==> config.mk <==
export PLATFORM = sky130hd
export DESIGN_NAME = fifo_to_axis
export DESIGN_NICKNAME = d
export VERILOG_FILES = /design/src/rtl/fifo_to_axis.sv
export SDC_FILE = /design/constraint.sdc
export NUM_CORES = 1
export LEC_CHECK = 0
export CORE_UTILIZATION = 54
export CTS_CLUSTER_DIAMETER = 30
export DETAILED_ROUTE_END_ITERATION = 7
export GPL_ROUTABILITY_DRIVEN = 0
export PLACE_DENSITY = 0.83
export RECOVER_POWER = 100
export SLEW_MARGIN = 20
export SYNTH_ARGS = -nofsm -noshare
export SYNTH_HDL_FRONTEND = slang
export SYNTH_SLANG_ARGS = --single-unit
==> constraint.sdc <==
create_clock -name clk -period 5.21 [get_ports clk]
set_clock_uncertainty 0.2 [all_clocks]
set_input_delay 1.3025 -clock clk [delete_from_list [all_inputs] [get_ports clk]]
set_output_delay 1.3025 -clock clk [all_outputs]
set_load 0.03 [all_outputs]
==> src/rtl/fifo_to_axis.sv <==
// Drains a sync_fifo read port into an AXI4-Stream master through a 3-entry skid buffer.
// Define FIFO_TO_AXIS_TLAST_EN to enable fixed-length packet framing (tlast / pkt_done).
module fifo_to_axis #(
  parameter int unsigned DATA_WIDTH = 8,
  parameter int unsigned PACKET_LEN = 16
) (
  input  logic                  clk,
  input  logic                  s_rst,
  input  logic                  fifo_empty,
  output logic                  fifo_rd_en,
  input  logic [DATA_WIDTH-1:0] fifo_rd_data,
  input  logic                  fifo_rd_data_vld,
  output logic [DATA_WIDTH-1:0] m_axis_tdata,
  output logic                  m_axis_tvalid,
  input  logic                  m_axis_tready,
  output logic                  m_axis_tlast,
  output logic                  pkt_done,
  output logic                  ovf_err
);

  localparam int unsigned DEPTH = 3;
  localparam int unsigned PTR_W = 2;

  if ((PACKET_LEN < 1) || (PACKET_LEN > 65535)) begin : g_bad_packet_len
    $error("fifo_to_axis: PACKET_LEN must be in 1..65535");
  end

  logic [DATA_WIDTH-1:0] buf_q [0:DEPTH-1];
  logic [PTR_W-1:0]      wr_ptr_q;
  logic [PTR_W-1:0]      rd_ptr_q;
  logic [1:0]            count_q;
  logic                  inflight_q;
  logic                  ovf_err_q;
  logic                  push;
  logic                  accept;
  logic                  pop;

  function automatic logic [PTR_W-1:0] ptr_inc(input logic [PTR_W-1:0] p);
    return (p == PTR_W'(DEPTH - 1)) ? '0 : p + PTR_W'(1);
  endfunction

  // Only issue a read when the returning word is guaranteed a free slot.
  assign fifo_rd_en    = !fifo_empty && ((3'(count_q) + 3'(inflight_q)) <= 3'd2);
  assign m_axis_tvalid = (count_q != 2'd0);
  assign m_axis_tdata  = buf_q[rd_ptr_q];
  assign ovf_err       = ovf_err_q;

  // Data returning without a matching read (e.g. straight after reset) is not ours.
  assign push   = fifo_rd_data_vld && inflight_q;
  assign accept = push && (count_q != 2'd3);
  assign pop    = m_axis_tvalid && m_axis_tready;

  always_ff @(posedge clk) begin
    if (accept) begin
      buf_q[wr_ptr_q] <= fifo_rd_data;
    end
  end

  always_ff @(posedge clk) begin
    if (s_rst) begin
      wr_ptr_q   <= '0;
      rd_ptr_q   <= '0;
      count_q    <= '0;
      inflight_q <= 1'b0;
      ovf_err_q  <= 1'b0;
    end else begin
      inflight_q <= fifo_rd_en;
      if (accept) begin
        wr_ptr_q <= ptr_inc(wr_ptr_q);
      end
      if (pop) begin
        rd_ptr_q <= ptr_inc(rd_ptr_q);
      end
      case ({accept, pop})
        2'b10:   count_q <= count_q + 2'd1;
        2'b01:   count_q <= count_q - 2'd1;
        default: count_q <= count_q;
      endcase
      if (fifo_rd_data_vld && (count_q == 2'd3)) begin
        ovf_err_q <= 1'b1;
      end
    end
  end

`ifdef FIFO_TO_AXIS_TLAST_EN
  localparam int unsigned BEAT_W = (PACKET_LEN > 1) ? $clog2(PACKET_LEN) : 1;
  localparam logic [BEAT_W-1:0] BEAT_LAST = BEAT_W'(PACKET_LEN - 1);

  logic [BEAT_W-1:0] beat_cnt_q;
  logic              pkt_done_q;

  assign m_axis_tlast = m_axis_tvalid && (beat_cnt_q == BEAT_LAST);
  assign pkt_done     = pkt_done_q;

  // Beat position within the current packet, advanced per handshake.
  always_ff @(posedge clk) begin
    if (s_rst) begin
      beat_cnt_q <= '0;
      pkt_done_q <= 1'b0;
    end else begin
      pkt_done_q <= pop && m_axis_tlast;
      if (pop) begin
        beat_cnt_q <= (beat_cnt_q == BEAT_LAST) ? '0 : beat_cnt_q + BEAT_W'(1);
      end
    end
  end
`else
  assign m_axis_tlast = 1'b0;
  assign pkt_done     = 1'b0;
`endif

endmodule

==> key figures, run 1 <==
Outcome
  • Status: finished, final reports clean

CTS
  • Hold_buf cts: 0
  • CTS sink count: 34
  • Worst-Skew Late Latency: 0.32 ns
  • Num CTS Buffers: 5
  • Resized Gates After CTS: 0
  • Worst-case clock buffer depth: 2
  • H-tree Lvls: 2
  • Root buffer cell: clkbuf_4
  • Clock transition at the registers of the reported paths: 0.09 ns
  • CTS tree: done
  • Setup Fix Bufs, Post-CTS: 0

Placement
  • DPL Wire Length: 1560 um
  • Count of buffers from port buffering: 23

Finish
  • Most common cell after layout, fill and taps aside: edfxtp_1
  • Register area: 921 um2
  • Share of cells above drive strength 1: 0.0672
  • # fillers: 180
  • Final core occ: 0.728
  • Area grow syn2layout: 22.7%
  • Layout Nets: 150
  • Area of the multi-input gates: 388 um2
  • Ant diodes: 0
  • Commonest non-fill, non-tap cells in the layout: edfxtp_1, dlygate4sd3_1, nand2_1

Power and ir drop
  • Lkg Pwr: 0.000591 uW
  • Power Dens Cells: 364 nW/um2
  • Peak VDD IR: 0.388 mV
  • Total chip power: 608 uW

Floorplanning
  • Initial Util: 0.593
  • Die Area: 2730 um2
  • Die Height: 52.2 um
  • Die Span X: 52.2 um
  • Row count: 17
  • Area of the core: 2300 um2
  • Total I/O pin count: 26

Setup path
  • Length in cells of the worst reg-to-reg path: 5
  • Worst setup EP type: primary output
  • Number of buffers and inverters on the critical path: 2
  • Setup crit start kind: input pin
  • Critical path depth: 3
  • WP data arrival: 2.57 ns
  • Crit Path Class: input pin to primary output
  • Max stage delay on crit path: 0.74 ns
  • CP max-delay cell: dlygate4sd3_1
  • Critical path peak fanout: 2
  • Delay-heaviest family, CP: buffers and inverters
  • CP Data Required Time: 3.71 ns
  • Worst path cell trace: clkdlybuf4s50_1 -> nor2_1 -> dlygate4sd3_1

Timing
  • Hold Slack: 0.299 ns
  • Tcrit/Tclk final: 0.782
  • Fmax: 246 MHz
  • Setup_tns: 0 ns
  • Final Hold Fails: 0
  • Final Max Slew Viols: 0
  • Setup violators final: 0
  • RSZ-0062 raised after global routing: false
  • Fin crit period: 4.07 ns

Global routing
  • Largest net degree at the start of global routing: 17
  • Global-route wire length before repair: 3730 um
  • Vias in the first global route: 908
  • Total GRT Usage: 0.199
  • Total grt overflow: 0
  • Initial antenna violation count: 0

Logic synthesis
  • FF+latch count, synth: 34
  • Syn Area/Cell: 12.9 um2
  • Netlist cell types: 26
  • Synth area leaders: edfxtp_1, dfxtp_1, mux2i_1, o21ai_0, ha_1
  • Post-synthesis sequential area ratio: 0.676
  • Cell taking the most area after synthesis: edfxtp_1
  • Mapped Area: 1360 um2
  • Syn Inst Count: 106
  • Synth warn: 0
  • Post-synth top area share: 0.529

Routing
  • Routed via count: 875
  • Vias per std cell: 5.40
  • Routed wire length: 2240 um
  • Final ANT Viol Nets: 0
  • Avg WL per Cell: 13.8 um
  • DR iter-0 viols: 10
  • DRC viols: 0
  • Pre-Repair DR Iteration Count: 4

Min path
  • Hold Crit Depth: 2
  • Min-Delay Path Class: flip-flop to flip-flop

Job
  • Max Cap Viol: 0
[metal layers]
| layer | vias up | part of all wire | GRT usage |
|---|---|---|---|
| met3 | 8 | 0.047 | 0.0696 |
| met2 | 24 | 0.53 | 0.357 |
| met1 | 420 | 0.40 | 0.203 |
| met5 | - | 0 | 0 |
| met4 | 0 | 0.025 | 0.101 |
| li1 | 423 | - | - |
[worst min-delay path, delay by kind of cell (launching register included)]
| family | cells | cell delay (ns) |
|---|---|---|
| flops | 1 | 0.34 |
| simple gates | 1 | 0.08 |
| compound gates | 1 | 0.04 |
[cells in the mapped netlist]
cell type and n:
dfxtp_1 10, edfxtp_1 24, clkbuf_1 1, inv_1 5, nor2b_1 1, buf_4 3
nand3_1 1, nor2_1 4, o21ai_2 1, mux2i_1 8, or3_1 2, nand2_1 13
conb_1 1, and2_1 1, or2_2 1, nor3_1 1, and2_4 1, o21ai_0 11
buf_2 1, ha_1 4, or3b_2 1, or4_4 1, a21oi_1 7, xor2_1 1
nor3b_1 1, xnor2_1 1
[cell type report]
| type | count | share of cell area |
|---|---|---|
| Sequential cell | 34 | 0.551 |
| Multi-Input combinational cell | 63 | 0.232 |
| Timing Repair Buffer | 24 | 0.140 |
| Clock buffer | 7 | 0.0269 |
| Tap cell | 28 | 0.0210 |
| Clock inverter | 1 | 0.0180 |
| Inverter | 5 | 0.0112 |
[metrics by stage]
stage / cell area (um2) / worst slack, ns / std cells
6_report: 1670 / 1.14 / 162
5_1_grt: 1670 / 1.11 / 162
4_1_cts: 1680 / 1.18 / 162
3_5_place_dp: 1610 / 1.19 / 154
3_3_place_gp: 1610 / 1.22 / 154
2_1_floorplan: 1370 / 1.99 / 107
[final timing paths]
path | slack (ns) | start | endpoint
worst min-delay path | 0.30 | ovf_err$_SDFFE_PP0P_ | ovf_err$_SDFFE_PP0P_
worst max register to register | 3.22 | count_q[1]$_SDFFE_PP0P_ | count_q[1]$_SDFFE_PP0P_
worst min register to register | 0.30 | ovf_err$_SDFFE_PP0P_ | ovf_err$_SDFFE_PP0P_
worst max-delay path | 1.14 | fifo_empty | fifo_rd_en
[cell families after synthesis]
family,count (synthesis),synth area share
flops,34,0.676
simple gates,28,0.104
compound gates,19,0.0725
buf+inv,10,0.0367
mux,8,0.0588
fa+ha+maj,4,0.0367
xor+xnor,2,0.0129
other cells,1,0.00275
[power breakdown]
part           total [uW]  switching [uW]  internal [uW]
Sequential            317            16.3            301
Combinational         108            59.8           47.9
Clock                 183            81.3            102
Total                 608             157            451
[registers in the layout, summed over array words and instances, names as in the netlist, named ones only]
signal	flops
count_q	2
ovf_err	1
buf_q	24
wr_ptr_q	2
inflight_q	1
rd_ptr_q	2
No activity file was read; power rests on OpenSTA's default activity.
==> run 2, diff against run 1 <==
--- a/config.mk
+++ b/config.mk
@@ -5,11 +5,11 @@
 export SDC_FILE = /design/constraint.sdc
 export NUM_CORES = 1
 export LEC_CHECK = 0
-export CORE_UTILIZATION = 54
+export CORE_UTILIZATION = 50
 export CTS_CLUSTER_DIAMETER = 30
 export DETAILED_ROUTE_END_ITERATION = 7
 export GPL_ROUTABILITY_DRIVEN = 0
-export PLACE_DENSITY = 0.83
+export PLACE_DENSITY = 0.77
 export RECOVER_POWER = 100
 export SLEW_MARGIN = 20
 export SYNTH_ARGS = -nofsm -noshare
==> constraint.sdc (replaced) <==
create_clock -name clk -period 4 [get_ports clk]
set_clock_uncertainty 0.2 [all_clocks]
set_input_delay 1 -clock clk [delete_from_list [all_inputs] [get_ports clk]]
set_output_delay 1 -clock clk [all_outputs]
set_load 0.03 [all_outputs]
==> run 2 against run 1 <==
Highest routed layer unchanged. Sequential power is 30% higher. Sequential share of layout area is 0.083 points lower. Non-clock buffer count stayed put. Critical path type unchanged.
==> key figures, run 2 (same netlist as run 1, synthesis figures left out) <==
Outcome
  • Status: finished, final reports clean

Finish
  • Share of cells above drive strength 1: 0.0672 (unchanged)
  • Cell area after layout: 1670 um2 (+0.15%)
  • Ant diodes: 0 (unchanged)
  • Non-Filler Instances: 164 (+1.2%)
  • Layout Nets: 150 (unchanged)
  • Most flops, register: buf_q
  • Number of flip-flops under the largest register name: 24 (unchanged)
  • Most common cell after layout, fill and taps aside: edfxtp_1
  • Area grow syn2layout: 22.9%
  • Commonest non-fill, non-tap cells in the layout: edfxtp_1, dlygate4sd3_1, nand2_1

CTS
  • Clock transition at the registers of the reported paths: 0.09 ns (about the same)
  • Num CTS Buffers: 5 (unchanged)
  • Resized Gates After CTS: 0 (unchanged)
  • H-tree Lvls: 2 (unchanged)
  • Hold_buf cts: 0 (unchanged)
  • CTS tree: done
  • Worst-case clock buffer depth: 2 (unchanged)
  • Setup Fix Bufs, Post-CTS: 0 (unchanged)
  • Worst-Skew Late Latency: 0.33 ns (about the same)
  • Root buffer cell: clkbuf_4
  • CTS sink count: 34 (unchanged)

Routing
  • DRC viols: 0 (unchanged)
  • Pre-Repair DR Iteration Count: 4 (unchanged)
  • Routed wire length: 2160 um (-3.5%)
  • DR iter-0 viols: 14 (+4)
  • Final ANT Viol Nets: 0 (unchanged)
  • Avg WL per Cell: 13.2 um (-4.7%)
  • Routed via count: 832 (-4.9%)
  • Vias per std cell: 5.07 (-6.1%)

Setup path
  • Max stage delay on crit path: 0.74 ns (about the same)
  • Crit path from: fifo_empty
  • CP Data Required Time: 2.80 ns (-0.91 ns)
  • WP data arrival: 2.26 ns (-0.31 ns)
  • Worst Setup EP: fifo_rd_en
  • Critical path peak fanout: 2 (unchanged)
  • Reg-to-Reg End: count_q[1]$_SDFFE_PP0P_
  • Worst setup EP type: primary output
  • Reg-to-reg slack, setup: 2.08 ns (-1.14 ns)
  • Length in cells of the worst reg-to-reg path: 5 (unchanged)
  • Setup crit start kind: input pin
  • RR Startpoint: count_q[1]$_SDFFE_PP0P_
  • CP max-delay cell: dlygate4sd3_1
  • Worst path cell trace: clkdlybuf4s50_1 -> nor2_1 -> dlygate4sd3_1
  • Crit Path Class: input pin to primary output

Power and ir drop
  • Lkg Pwr: 0.000591 uW (unchanged)
  • Power Dens Cells: 471 nW/um2 (+29%)
  • Peak VDD IR: 0.291 mV (-25%)

Placement
  • Post-placement cell count: 156 (+1.3%)
  • Count of buffers from port buffering: 23 (unchanged)
  • Area of placed instances: 1610 um2 (+0.16%)
  • DPL Wire Length: 1570 um (+0.39%)
  • Setup Slack @ Placement: 0.595 ns (-0.591 ns)

Timing
  • Final Hold Fails: 0 (unchanged)
  • Fmax: 289 MHz
  • Slew @ Worst Pin: 0.501 ns
  • Tcrit/Tclk final: 0.866
  • Fin crit period: 3.46 ns
  • Setup violators final: 0 (unchanged)
  • Final Max Slew Viols: 0 (unchanged)
  • Setup_tns: 0 ns (unchanged)
  • RSZ-0062 raised after global routing: false
  • Relative slew slack: 0.666
  • Setup WS post-layout: 0.538 ns (-0.599 ns)

Min path
  • Hold Crit Depth: 2 (unchanged)
  • Min-Delay Path Class: flip-flop to flip-flop

Global routing
  • Initial antenna violation count: 0 (unchanged)
  • Total GRT Usage: 0.187 (-0.0123)
  • Total grt overflow: 0 (unchanged)
  • Vias in the first global route: 787 (-13%)
  • Largest net degree at the start of global routing: 17 (unchanged)
  • Global-route wire length before repair: 3560 um (-4.5%)

Job
  • Max Cap Viol: 0 (unchanged)

Floorplanning
  • Total I/O pin count: 26 (unchanged)
  • Area of the core: 2520 um2 (+9.8%)
  • Die Height: 54.2 um (+3.8%)
  • Die Span X: 54.2 um (+3.8%)
  • Row count: 18 (+1)
  • Die Area: 2940 um2 (+7.7%)
  • Initial Util: 0.540 (-0.0530)
run 2: where the power goes:
part           internal (uW)  switching (uW)
combinational           62.7            77.9
sequential               392            20.5
clock                    133             103
total                    587             201
run 2: layer usage:
layer  vias to the layer above  GRT usage  routed length [um]
met5                         -          0                   0
met4                         0     0.0897                  34
met3                         5     0.0593                 103
met2                        19      0.337                1130
met1                       386      0.192                 900
li1                        422          -                   -
run 2: worst min-delay path by stage:
stage,from,end,slack [ns]
final,ovf_err$_SDFFE_PP0P_,ovf_err$_SDFFE_PP0P_,0.28
after global routing,rd_ptr_q[1]$_SDFFE_PP0P_,rd_ptr_q[1]$_SDFFE_PP0P_,0.31
after CTS,rd_ptr_q[1]$_SDFFE_PP0P_,rd_ptr_q[1]$_SDFFE_PP0P_,0.29
after detailed placement,ovf_err$_SDFFE_PP0P_,ovf_err$_SDFFE_PP0P_,0.27
after global placement,ovf_err$_SDFFE_PP0P_,ovf_err$_SDFFE_PP0P_,0.26
after floorplan,rd_ptr_q[1]$_SDFFE_PP0P_,flip-flop,0.25
run 2: stage by stage:
| step | utilization | total power (uW) | hold WS (ns) |
|---|---|---|---|
| 2_1_floorplan | - | 515 | 0.250 |
| 3_3_place_gp | 0.638 | 567 | 0.257 |
| 3_5_place_dp | 0.638 | 575 | 0.273 |
| 4_1_cts | 0.668 | 805 | 0.290 |
| 5_1_grt | 0.664 | 827 | 0.313 |
| 6_report | 0.664 | 788 | 0.284 |
run 2: critical path: cells and delay by family:
family / cells / cell delay [ns]
buf+inv: 2 / 1.16
simple gates: 1 / 0.10
run 2: area by class of cell:
| cell class | count | area [um2] |
|---|---|---|
| Clock inverter | 1 | 30.0 |
| Tap cell | 30 | 37.5 |
| Sequential cell | 34 | 921 |
| Fill cell | 202 | 848 |
| Multi-Input combinational cell | 63 | 388 |
| Clock buffer | 7 | 45.0 |
| Timing Repair Buffer | 24 | 234 |
| Inverter | 5 | 18.8 |
==> run 3, diff against run 2 <==
--- a/config.mk
+++ b/config.mk
@@ -5,11 +5,11 @@
 export SDC_FILE = /design/constraint.sdc
 export NUM_CORES = 1
 export LEC_CHECK = 0
-export CORE_UTILIZATION = 50
+export CORE_UTILIZATION = 45
 export CTS_CLUSTER_DIAMETER = 30
 export DETAILED_ROUTE_END_ITERATION = 7
 export GPL_ROUTABILITY_DRIVEN = 0
-export PLACE_DENSITY = 0.77
+export PLACE_DENSITY = 0.73
 export RECOVER_POWER = 100
 export SLEW_MARGIN = 20
 export SYNTH_ARGS = -nofsm -noshare
==> constraint.sdc (replaced) <==
create_clock -name clk -period 2.99 [get_ports clk]
set_clock_uncertainty 0.2 [all_clocks]
set_input_delay 0.7475 -clock clk [delete_from_list [all_inputs] [get_ports clk]]
set_output_delay 0.7475 -clock clk [all_outputs]
set_load 0.03 [all_outputs]
==> run 3 against run 2 <==
The run now ends with design-rule violations left. Via count shrank 0.12%. Global-route usage decreased by 2.9 points. Largest power group unchanged. Sequential power grew 34%. Count of clock-buffer cells in the layout down 2. Critical path type is now flip-flop to primary output. Worst hold slack worse by 0.015 ns. Register-to-register slack got worse by 1.2 ns. First-iteration DRC count is 86% higher. Core utilization fell by 7.2 points. Critical endpoint is now m_axis_tdata[1].
==> key figures, run 3 (same netlist as run 1, synthesis figures left out) <==
Setup path
  • CP Data Required Time: 2.04 ns (-0.76 ns)
  • WP data arrival: 1.90 ns (-0.36 ns)
  • Max stage delay on crit path: 0.72 ns (-0.02 ns)
  • Critical path peak fanout: 8 (+6)
  • Setup crit start kind: flip-flop
  • Worst setup EP type: primary output
  • Delay-heaviest family, CP: buffers and inverters
  • Worst path cell trace: mux2i_1 -> o21ai_0 -> clkdlybuf4s50_1
  • CP max-delay cell: clkdlybuf4s50_1
  • Number of buffers and inverters on the critical path: 1 (-1)
  • Reg-to-reg slack, setup: 0.92 ns (-1.16 ns)
  • Crit Path Class: flip-flop to primary output

Global routing
  • Largest net degree at the start of global routing: 17 (unchanged)
  • Global-route wire length before repair: 3710 um (+4.1%)
  • Total grt overflow: 0 (unchanged)
  • Initial antenna violation count: 0 (unchanged)
  • Total GRT Usage: 0.158 (-0.0292)
  • Vias in the first global route: 830 (+5.5%)

Timing
  • Relative slew slack: 0.654 (-0.0120)
  • Slew @ Worst Pin: 0.514 ns (+0.0132 ns)
  • Setup violators final: 0 (unchanged)
  • Setup WS post-layout: 0.140 ns (-0.398 ns)
  • RSZ-0062 raised after global routing: false
  • Fmax: 351 MHz
  • Final Max Slew Viols: 0 (unchanged)
  • Setup_tns: 0 ns (unchanged)
  • Fin crit period: 2.85 ns
  • Final Hold Fails: 0 (unchanged)
  • Tcrit/Tclk final: 0.953

Routing
  • Routed via count: 831 (-0.12%)
  • Vias per std cell: 5.04 (-0.73%)
  • Final ANT Viol Nets: 0 (unchanged)
  • DRC viols: 4 (+4)
  • DR iter-0 viols: 26 (+12)
  • Routed wire length: 2170 um (+0.18%)
  • Avg WL per Cell: 13.1 um (-0.42%)
  • Pre-Repair DR Iteration Count: 8 (+4)

CTS
  • Worst-Skew Late Latency: 0.33 ns (about the same)
  • Num CTS Buffers: 5 (unchanged)
  • Clock transition at the registers of the reported paths: 0.10 ns (about the same)
  • CTS sink count: 34 (unchanged)
  • Root buffer cell: clkbuf_4
  • H-tree Lvls: 2 (unchanged)
  • CTS tree: done
  • Worst-case clock buffer depth: 2 (unchanged)
  • Setup Fix Bufs, Post-CTS: 0 (unchanged)

Power and ir drop
  • Power Dens Cells: 598 nW/um2 (+27%)
  • Peak VDD IR: 0.344 mV (+18%)
  • Lkg Pwr: 0.000584 uW (-1.3%)

Floorplanning
  • Die Area: 3250 um2 (+11%)
  • Die Height: 57.0 um (+5.2%)
  • Total I/O pin count: 26 (unchanged)
  • Area of the core: 2810 um2 (+11%)
  • Die Span X: 57.0 um (+5.2%)
  • Row count: 19 (+1)
  • Initial Util: 0.486 (-0.0545)

Job
  • Max Cap Viol: 0 (unchanged)

Placement
  • Setup Slack @ Placement: 0.0945 ns (-0.501 ns)
  • Count of buffers from port buffering: 23 (unchanged)
  • DPL Wire Length: 1570 um (about the same)

Outcome
  • Violated checks: design-rule violations
  • Status: complete, but fails checks

Finish
  • Area grow syn2layout: 21.9%
  • Commonest non-fill, non-tap cells in the layout: edfxtp_1, dlygate4sd3_1, nand2_1
  • Most flops, register: buf_q
  • # fillers: 256 (+27%)
  • Ant diodes: 0 (unchanged)
  • Number of flip-flops under the largest register name: 24 (unchanged)
  • Most common cell after layout, fill and taps aside: edfxtp_1
  • Layout Nets: 150 (unchanged)
  • Share of cells above drive strength 1: 0.0970 (+0.0299)

Min path
  • Min-Delay Path Class: flip-flop to flip-flop
[run 3: cell count changes in the layout (fill, tap and decap cells not counted), sizes merged]
cell,before,now
dlygate4sd2,0,1
bufinv,1,0
clkdlybuf4s50,1,6
clkbuf,8,6
clkinv,0,2
dlygate4sd3,22,16
clkinvlp,0,1
[run 3: path summary, 6_finish.rpt]
kind | startpoint | to | cells past startpoint
setup / recovery | flip-flop | m_axis_tdata[1] | 3
hold reg to reg | ovf_err$_SDFFE_PP0P_ | ovf_err$_SDFFE_PP0P_ | 2
setup reg to reg | count_q[1]$_SDFFE_PP0P_ | count_q[1]$_SDFFE_PP0P_ | 5
hold / removal | ovf_err$_SDFFE_PP0P_ | ovf_err$_SDFFE_PP0P_ | 2
[run 3: report_power, final]
part	internal, uW	switching, uW
Clock	91.3	154
Sequential	526	27.8
Combinational	86.6	106
Total	704	288
[run 3: metrics by stage]
stage	hold slack, ns	total power (uW)	cells	instance area (um2)	util
detailed placement	0.257	769	157	1610	0.574
global placement	0.251	760	157	1610	0.574
floorplan	0.250	688	107	1370	-
CTS	0.282	1010	165	1670	0.595
finish	0.269	992	165	1660	0.592
global route	0.315	1040	165	1660	0.592
[run 3: tightest hold or removal path, cell delays in order, from the launching register on]
cell and delay [ns]:
dfxtp_1 0.34, a21oi_1 0.04, nor2_1 0.06
[run 3: final cells by class]
type / instances / area [um2] / share of cell area
repair buffers: 24 / 233 / 0.140
inverters: 5 / 18.8 / 0.0113
well taps: 31 / 38.8 / 0.0234
clock buffers: 5 / 37.5 / 0.0226
flip-flops and latches: 34 / 923 / 0.556
multi-input cells: 63 / 388 / 0.234
clock inverters: 3 / 21.3 / 0.0128
[run 3: what timing repair did]
item | in CTS | in global routing
hold buffers | 0 | 0
endpoints found under the setup margin | 2 | 1
pin swaps | 0 | 0
resized for setup | 2 | 1
[run 3: routing by layer]
| metal | track usage | up-vias | wire length, um |
|---|---|---|---|
| met3 | 0.0726 | 2 | 128 |
| met2 | 0.262 | 22 | 1110 |
| met5 | 0 | - | 0 |
| met4 | 0.0627 | 0 | 15 |
| li1 | - | 421 | - |
| met1 | 0.177 | 386 | 913 |
